File: src/rtl/cpu_pkg.sv
// Shared CPU definitions: the fetch-side record type and fetch-queue defaults.
package cpu_pkg;

  // One fetched instruction together with the address it was fetched from.
  typedef struct packed {
    logic [63:0] pc;
    logic [31:0] instr;
  } fetch_entry_t;

  // Byte stride between sequential A64 instructions.
  localparam logic [63:0] INSTR_BYTES   = 64'd4;

  // Default number of entries in the fetch queue.
  localparam int          FETCH_Q_DEPTH = 4;

endpackage : cpu_pkg

File: src/rtl/fetch_queue_mem.sv
// Storage array for the fetch queue: DEPTH fetch entries, one synchronous
// write port and one combinational read port.
module fetch_queue_mem
  import cpu_pkg::*;
#(
  parameter int DEPTH = FETCH_Q_DEPTH,
  parameter int AW    = $clog2(DEPTH)
) (
  input  logic          clk,
  input  logic          we,
  input  logic [AW-1:0] waddr,
  input  fetch_entry_t  wdata,
  input  logic [AW-1:0] raddr,
  output fetch_entry_t  rdata
);

  fetch_entry_t mem [DEPTH];

  // Capture the written entry on the rising edge.
  // NOTE: the data array carries no reset; occupancy lives in the pointers and
  // count, and stale slots are never observed because the read side is gated
  // by out_valid in the parent.
  always_ff @(posedge clk) begin
    if (we) begin
      mem[waddr] <= wdata;
    end
  end

  // Head entry is visible without a clock edge.
  assign rdata = mem[raddr];

endmodule : fetch_queue_mem

File: src/rtl/fetch_queue.sv
// Instruction buffer between fetch and decode. Holds up to DEPTH {pc, instr}
// pairs with valid/ready handshakes on both sides; flush discards everything.
module fetch_queue
  import cpu_pkg::*;
#(
  parameter int DEPTH   = FETCH_Q_DEPTH,
  parameter int ADDR_W  = 64,
  parameter int INSTR_W = 32
) (
  input  logic                     clk,
  input  logic                     reset,
  input  logic                     in_valid,
  output logic                     in_ready,
  input  logic [ADDR_W-1:0]        in_pc,
  input  logic [INSTR_W-1:0]       in_instr,
  input  logic                     flush,
  output logic                     out_valid,
  input  logic                     out_ready,
  output logic [ADDR_W-1:0]        out_pc,
  output logic [INSTR_W-1:0]       out_instr,
  output logic [$clog2(DEPTH):0]   count
);

  localparam int PTR_W = $clog2(DEPTH);
  localparam int CNT_W = PTR_W + 1;

  localparam logic [PTR_W-1:0] PTR_ONE  = PTR_W'(1);
  localparam logic [CNT_W-1:0] CNT_ONE  = CNT_W'(1);
  localparam logic [CNT_W-1:0] CNT_FULL = CNT_W'(DEPTH);

  logic [PTR_W-1:0] wptr;
  logic [PTR_W-1:0] rptr;
  logic             push;
  logic             pop;
  fetch_entry_t     wdata;
  fetch_entry_t     rdata;

  // Handshake status depends on occupancy only, never on the other side's
  // request, so a full queue refuses a push even when a pop is in progress.
  assign in_ready  = (count != CNT_FULL);
  assign out_valid = (count != '0);
  assign push      = in_valid  && in_ready;
  assign pop       = out_valid && out_ready;

  assign wdata.pc    = in_pc;
  assign wdata.instr = in_instr;

  fetch_queue_mem #(
    .DEPTH (DEPTH)
  ) u_mem (
    .clk   (clk),
    .we    (push && !flush),
    .waddr (wptr),
    .wdata (wdata),
    .raddr (rptr),
    .rdata (rdata)
  );

  // Pointer and occupancy update; flush overrides any push or pop.
  // NOTE: all state here uses non-blocking assignments so every register
  // samples the pre-edge values of its neighbours, independent of statement order.
  always_ff @(posedge clk or negedge reset) begin
    if (!reset) begin
      wptr  <= '0;
      rptr  <= '0;
      count <= '0;
    end else if (flush) begin
      wptr  <= '0;
      rptr  <= '0;
      count <= '0;
    end else begin
      if (push) begin
        wptr <= wptr + PTR_ONE;
      end
      if (pop) begin
        rptr <= rptr + PTR_ONE;
      end
      case ({push, pop})
        2'b10:   count <= count + CNT_ONE;
        2'b01:   count <= count - CNT_ONE;
        default: count <= count;
      endcase
    end
  end

  // Present the head entry; forced to zero while empty so the uninitialised
  // array never leaks unknown values to decode.
  assign out_pc    = out_valid ? rdata.pc    : '0;
  assign out_instr = out_valid ? rdata.instr : '0;

endmodule : fetch_queue

File: config.mk
export PLATFORM = sky130hd
export DESIGN_NAME = fetch_queue
export DESIGN_NICKNAME = d
export VERILOG_FILES = /design/src/rtl/cpu_pkg.sv /design/src/rtl/fetch_queue_mem.sv /design/src/rtl/fetch_queue.sv
export SDC_FILE = /design/constraint.sdc
export NUM_CORES = 1
export LEC_CHECK = 0
export CORE_UTILIZATION = 50
export CTS_CLUSTER_DIAMETER = 100
export CTS_CLUSTER_SIZE = 14
export DETAILED_ROUTE_END_ITERATION = 7
export PLACE_DENSITY = 0.85
export SLEW_MARGIN = 30
export SYNTH_ARGS = -nofsm -noshare
export SYNTH_HDL_FRONTEND = slang
export SYNTH_SLANG_ARGS = --single-unit
File: constraint.sdc
create_clock -name clk -period 11.09 [get_ports clk]
set_clock_uncertainty 0.2 [all_clocks]
set_input_delay 1.109 -clock clk [delete_from_list [all_inputs] [get_ports clk]]
set_output_delay 1.109 -clock clk [all_outputs]
set_load 0.02 [all_outputs]
After elaboration in Yosys (flattened, before gate mapping):

Memory sizes are Yosys's and may differ from the RTL's.
Cells that the tools add are included.

* memory bits (writable): 384
* register bits after elaboration: 7
* memories: 1
* word-level logic and storage cells: 29
* output and inout port bits: 101

Memories
* u_mem.mem: depth 4, width 96, read ports 1, clocked after Yosys merged registers in 0, write ports 1, line fetch_queue_mem.sv:17 `fetch_entry_t mem [DEPTH];`

* muxes and demuxes: 10
* reductions and logical operators: 8
* add/subtract/negate cells: 4
* equality and inequality tests: 3

Operator list (count)
* two-way mux 64 bit: 1
* two-way mux 32 bit: 1
* two-way mux 2 bit: 4
* one-hot mux 3 bit (2 select lines): 1
* nonzero test 3 bit: 2
* adder 2 x 1 -> 2 bit (second input constant): 2
* nonzero test 2 bit: 2
* adder 3 x 1 -> 3 bit (second input constant): 1
* logical AND 1 bit: 3
* two-way mux 3 bit: 1
* != test 3 bit (second input constant): 1
* subtractor 3 x 1 -> 3 bit (second input constant): 1
* equality test 2 x 1 -> 1 bit (second input constant): 1
* equality test 2 bit (second input constant): 1
* two-way mux 1 bit: 2
* logical NOT 1 bit: 1

Logic depth before layout (Yosys ltp):

* word-level depth: 5
* depth in mapped cells: 9

Modules after synthesis:

Synthesis repeated with hierarchy kept, for this count alone.

* cells, all modules: 674
* area total of the unflattened synthesis: 15150.8 um2

Modules (own cells, without submodules)
* fetch_queue_mem: area each 13889.6 um2, times used 1, cells each 506
* fetch_queue: area each 1261.2 um2, times used 1, cells each 168

Worst setup path before layout:

Ideal clock, no wire load.

* kind: input-to-reg
* start: input in_valid
* end: memory u_mem.mem[0][0] in the netlist's numbering (enable)
* arrival time: 3707 ps
* library setup time: 466 ps
* path buffers: 1
* path slack: 6717 ps
* stages: 3
* data required time: 10424 ps
* cell sequence: buf_2 and3b_1 and2_1

* longest elaborated chain between the ends: 4

RTL lines
* from (decl): line fetch_queue.sv:12 `input logic in_valid,`
* logical AND 1 bit: line fetch_queue.sv:42 `assign push = in_valid && in_ready;`
* logical AND 1 bit: line fetch_queue.sv:52 `.we (push && !flush),`
* two-way mux 1 bit: line fetch_queue_mem.sv:24 `if (we) begin`
* two-way mux 1 bit (not written as such): line fetch_queue_mem.sv:25 `mem[waddr] <= wdata;`
* to (decl): line fetch_queue_mem.sv:17

Every way passes these cells.

Worst setup path in the final report:

* start: register rptr[1]
* end: output out_pc[63]

* longest elaborated chain between the ends: 2

RTL lines
* from (decl): line fetch_queue.sv:32 `logic [PTR_W-1:0] rptr;`
* from (signal assigned): line fetch_queue.sv:76 `rptr <= rptr + PTR_ONE;`
* memory read (4 x 96 bit)
* two-way mux 64 bit: line fetch_queue.sv:88 `assign out_pc = out_valid ? rdata.pc : '0;`
* to (decl): line fetch_queue.sv:19 `output logic [ADDR_W-1:0] out_pc,`

Every way passes these cells.

==> results.sh <==
export IMPL_fillers=2055
export IMPL_max_cap_violations=0
export IMPL_crit_required_ns=9.78
export IMPL_clkLatencyLatePin_ns=0.56
export IMPL_worst_slew_pin_slew_ns=0.954
export IMPL_dieArea_um2=30800
export IMPL_wl_per_cell_um=21.9
export IMPL_fin_area_um2=18200
export IMPL_async_flop_share_pct=1.79
export IMPL_post_route_min_period_ns=4.72
export IMPL_yosysSeqAreaShare_pct=77.9
export IMPL_arrival_ns=3.42
export IMPL_htree_levels=1
export IMPL_path_delay_family="buffers and inverters"
export IMPL_cp_endpoint="out_pc[63]"
export IMPL_setup_tns_ns=0
export IMPL_remaining_drc_errors=0
export IMPL_wirelength_um=28000
export IMPL_syn_inst=674
export IMPL_crit_path_end_kind="primary output"
export IMPL_syn_avg_cell_area_um2=22.3
export IMPL_worst_setup_path_start_kind="flip-flop"
export IMPL_viasPerCell=5.45
export IMPL_worstHoldStart="wptr[1]$_DFFE_PN0P_"
export IMPL_grt_pass1_vias=7387
export IMPL_max_slew_margin_pct=36.4
export IMPL_cts_num_sinks=391
export IMPL_p_per_area_nw_per_um2=181
export IMPL_postCtsHoldBufs=0
export IMPL_insertedDiodeCount=0
export IMPL_setup_viol=0
export IMPL_die_x_um=175
export IMPL_max_stage_delay_ns=0.92
export IMPL_yosys_cell_count_top_type="edfxtp_1"
export IMPL_grt_overflow_total=0
export IMPL_min_path_type="reg -> reg"
export IMPL_numPortBuffers=201
export IMPL_drv_slew=0
export IMPL_drtPass1Iterations=4
export IMPL_hpwlAfterDp_um=16200
export IMPL_place_congestion=0.744
export IMPL_swShare_pct=24.1
export IMPL_fmax_mhz=212
export IMPL_drive_gt1_share_pct=15.9
export IMPL_antenna_found_initial=2
export IMPL_cts_buffers=31
export IMPL_irDropWorstVdd_v=0.000118
export IMPL_core_area_um2=29600
export IMPL_cp_slowest_cell="dfrtp_4"
export IMPL_clock_tree_root_cell="clkbuf_16"
export IMPL_holdWs_ns=0.386
export IMPL_power_switching_w=0.000797
export IMPL_worstRegToRegCells=4
export IMPL_antenna_left=0
export IMPL_synth_edff_count=384
export IMPL_r2r_end="u_mem.mem[1][24]$_DFFE_PP_"
export IMPL_path_cells="buf_4, mux4_2, and2_1, clkdlybuf4s50_1"
export IMPL_clock_path_buffers=3
export IMPL_rows=63
export IMPL_synth_area_leaders="edfxtp_1 (77%), mux4_2 (14%), and2_1 (4.2%)"
export IMPL_combPwrFrac_pct=19.4
export IMPL_dpl_cell_area_um2=17400
export IMPL_clkSlewWorstSetupHoldPaths_ns=0.07
export IMPL_cp_max_fo=49
export IMPL_p_int_w=0.00251
export IMPL_final_net_count=986
export IMPL_clkPwrFrac_pct=29.0
export IMPL_drtIter0Drc=526
export IMPL_vias=6976
export IMPL_io_pins=202
export IMPL_worst_path_buf_inv=2
export IMPL_synth_ff_type="edfxtp_1"
export IMPL_start_util_pct=50.7
export IMPL_grt_use_total_pct=18.5
export IMPL_cp_depth=4
export IMPL_cts_tree="done"
export IMPL_cts_resized=0
export IMPL_r2r_setup_slack_ns=7.94
export IMPL_total_power_w=0.00331
export IMPL_power_frac_seq_pct=51.6
export IMPL_syn_cell_area_um2=15000
export IMPL_ys_ff_latch=391
export IMPL_period_share_pct=42.6
export IMPL_postCtsSetupRepairBufs=0
export IMPL_rsz0062_at_grt="false"
export IMPL_grt_pass1_wl_um=42600
export IMPL_die_h_um=175
export IMPL_yosys_cell_types_count=31
export IMPL_crit_start="rptr[1]$_DFFE_PN0P_"
export IMPL_layout_area_overhead_vs_synth_pct=21.4
export IMPL_ys_warn_count=0
export IMPL_syn_nets=780
export IMPL_p_leak_nw=5.69
export IMPL_outcome="finished clean"
export IMPL_synth_top_area_cell="edfxtp_1"
export IMPL_synth_top_cell_area_share_pct=76.7
export IMPL_crit_type="reg -> out"
export IMPL_synth_common_cells="edfxtp_1 (384), and2_1 (100), mux4_2 (96)"
export IMPL_hold_violations=0
export IMPL_r2r_start="count[0]$_DFFE_PN0P_"
export IMPL_grt_max_degree=60
==> power by group through the flow <==
stage / clock network, W / logic (W) / registers [W]
2_1_floorplan: 0 / 0.000384 / 0.00173
3_3_place_gp: 0 / 0.000638 / 0.00174
3_5_place_dp: 0 / 0.000651 / 0.00174
4_1_cts: 0.000986 / 0.000653 / 0.00171
5_1_grt: 0.00104 / 0.000687 / 0.00171
6_report: 0.000960 / 0.000641 / 0.00171
==> placed cells by master (no fill, tap or decap) <==
cell type | Yosys | final
a2111oi_0 | 1 | 1
a21o_1 | 2 | 2
a21oi_1 | 4 | 4
a31oi_1 | 1 | 1
and2_1 | 100 | 96
and2_4 | 0 | 4
and3_1 | 1 | 1
and3b_1 | 1 | 1
buf_12 | 0 | 1
buf_4 | 0 | 7
clkbuf_1 | 15 | 13
clkbuf_16 | 0 | 31
clkdlybuf4s50_1 | 0 | 201
dfrtp_1 | 7 | 5
dfrtp_4 | 0 | 2
edfxtp_1 | 384 | 384
fa_1 | 1 | 1
ha_1 | 4 | 4
inv_1 | 3 | 3
mux4_2 | 96 | 96
nand2_1 | 5 | 5
nand2b_1 | 1 | 1
nand3_1 | 5 | 5
nor2_1 | 7 | 7
nor2b_1 | 1 | 1
nor3b_1 | 1 | 1
nor4_1 | 1 | 1
o211ai_1 | 1 | 1
o21ai_0 | 2 | 2
or3_1 | 2 | 1
or3_4 | 0 | 1
or3b_1 | 1 | 1
or4b_1 | 1 | 1
xnor2_1 | 2 | 2
xor2_1 | 3 | 3
==> sequential cells by signal, summed over array words and instances (netlist names) <==
name       flops
count          3
rptr           2
u_mem.mem    384
wptr           2
==> cell type report <==
class                           count  area (um^2)  area share, %
Inverter                            3         11.3         0.0617
Sequential cell                   391        11700           64.2
Multi-Input combinational cell    244         3130           17.1
Timing Repair Buffer              209         2080           11.4
Tap cell                          390          488           2.67
Clock buffer                       44          825           4.52
==> logic make-up (layout without fill, tap and decap cells) <==
kind of cell | count (synthesis) | in the layout | share of synthesized area, %
DFF | 391 | 391 | 77.9
xor gates and xnor gates | 5 | 5 | 0.291
muxes | 96 | 96 | 14.4
AOI/OAI and AO/OA | 11 | 11 | 0.450
buffers and inverters | 39 | 256 | 1.41
adders and majority gates | 5 | 5 | 0.466
and+or+nand+nor | 127 | 127 | 5.11
==> how the worst min path moves through the flow <==
stage / end / slack (ns) / cells past startpoint
after global routing: wptr[1]$_DFFE_PN0P_ / 0.45 / 2
final: wptr[1]$_DFFE_PN0P_ / 0.39 / 2
after detailed placement: wptr[1]$_DFFE_PN0P_ / 0.37 / 2
after CTS: wptr[1]$_DFFE_PN0P_ / 0.39 / 2
after floorplan: wptr[1]$_DFFE_PN0P_ / 0.34 / 2
after global placement: wptr[1]$_DFFE_PN0P_ / 0.37 / 2
==> worst min-delay path: stages (launching register included) <==
cell and delay, ns:
dfrtp_1 0.42, nand2_1 0.07, a21oi_1 0.06
==> metrics by stage <==
step | setup WS, ns | instances | utilization, %
2_1_floorplan | 6.72 | 674 | -
3_3_place_gp | 6.88 | 1236 | 58.7
3_5_place_dp | 6.83 | 1237 | 58.8
4_1_cts | 6.30 | 1281 | 61.6
5_1_grt | 6.23 | 1281 | 61.6
6_report | 6.37 | 1281 | 61.6
==> metal layers <==
layer	wire length [um]	up-vias	track usage (%)
met4	447	2	4.09
met1	11300	3604	24.0
met5	13	-	0
met3	1810	36	4.22
li1	-	3130	-
met2	14400	204	31.9
(Power assumes the default switching activity.)
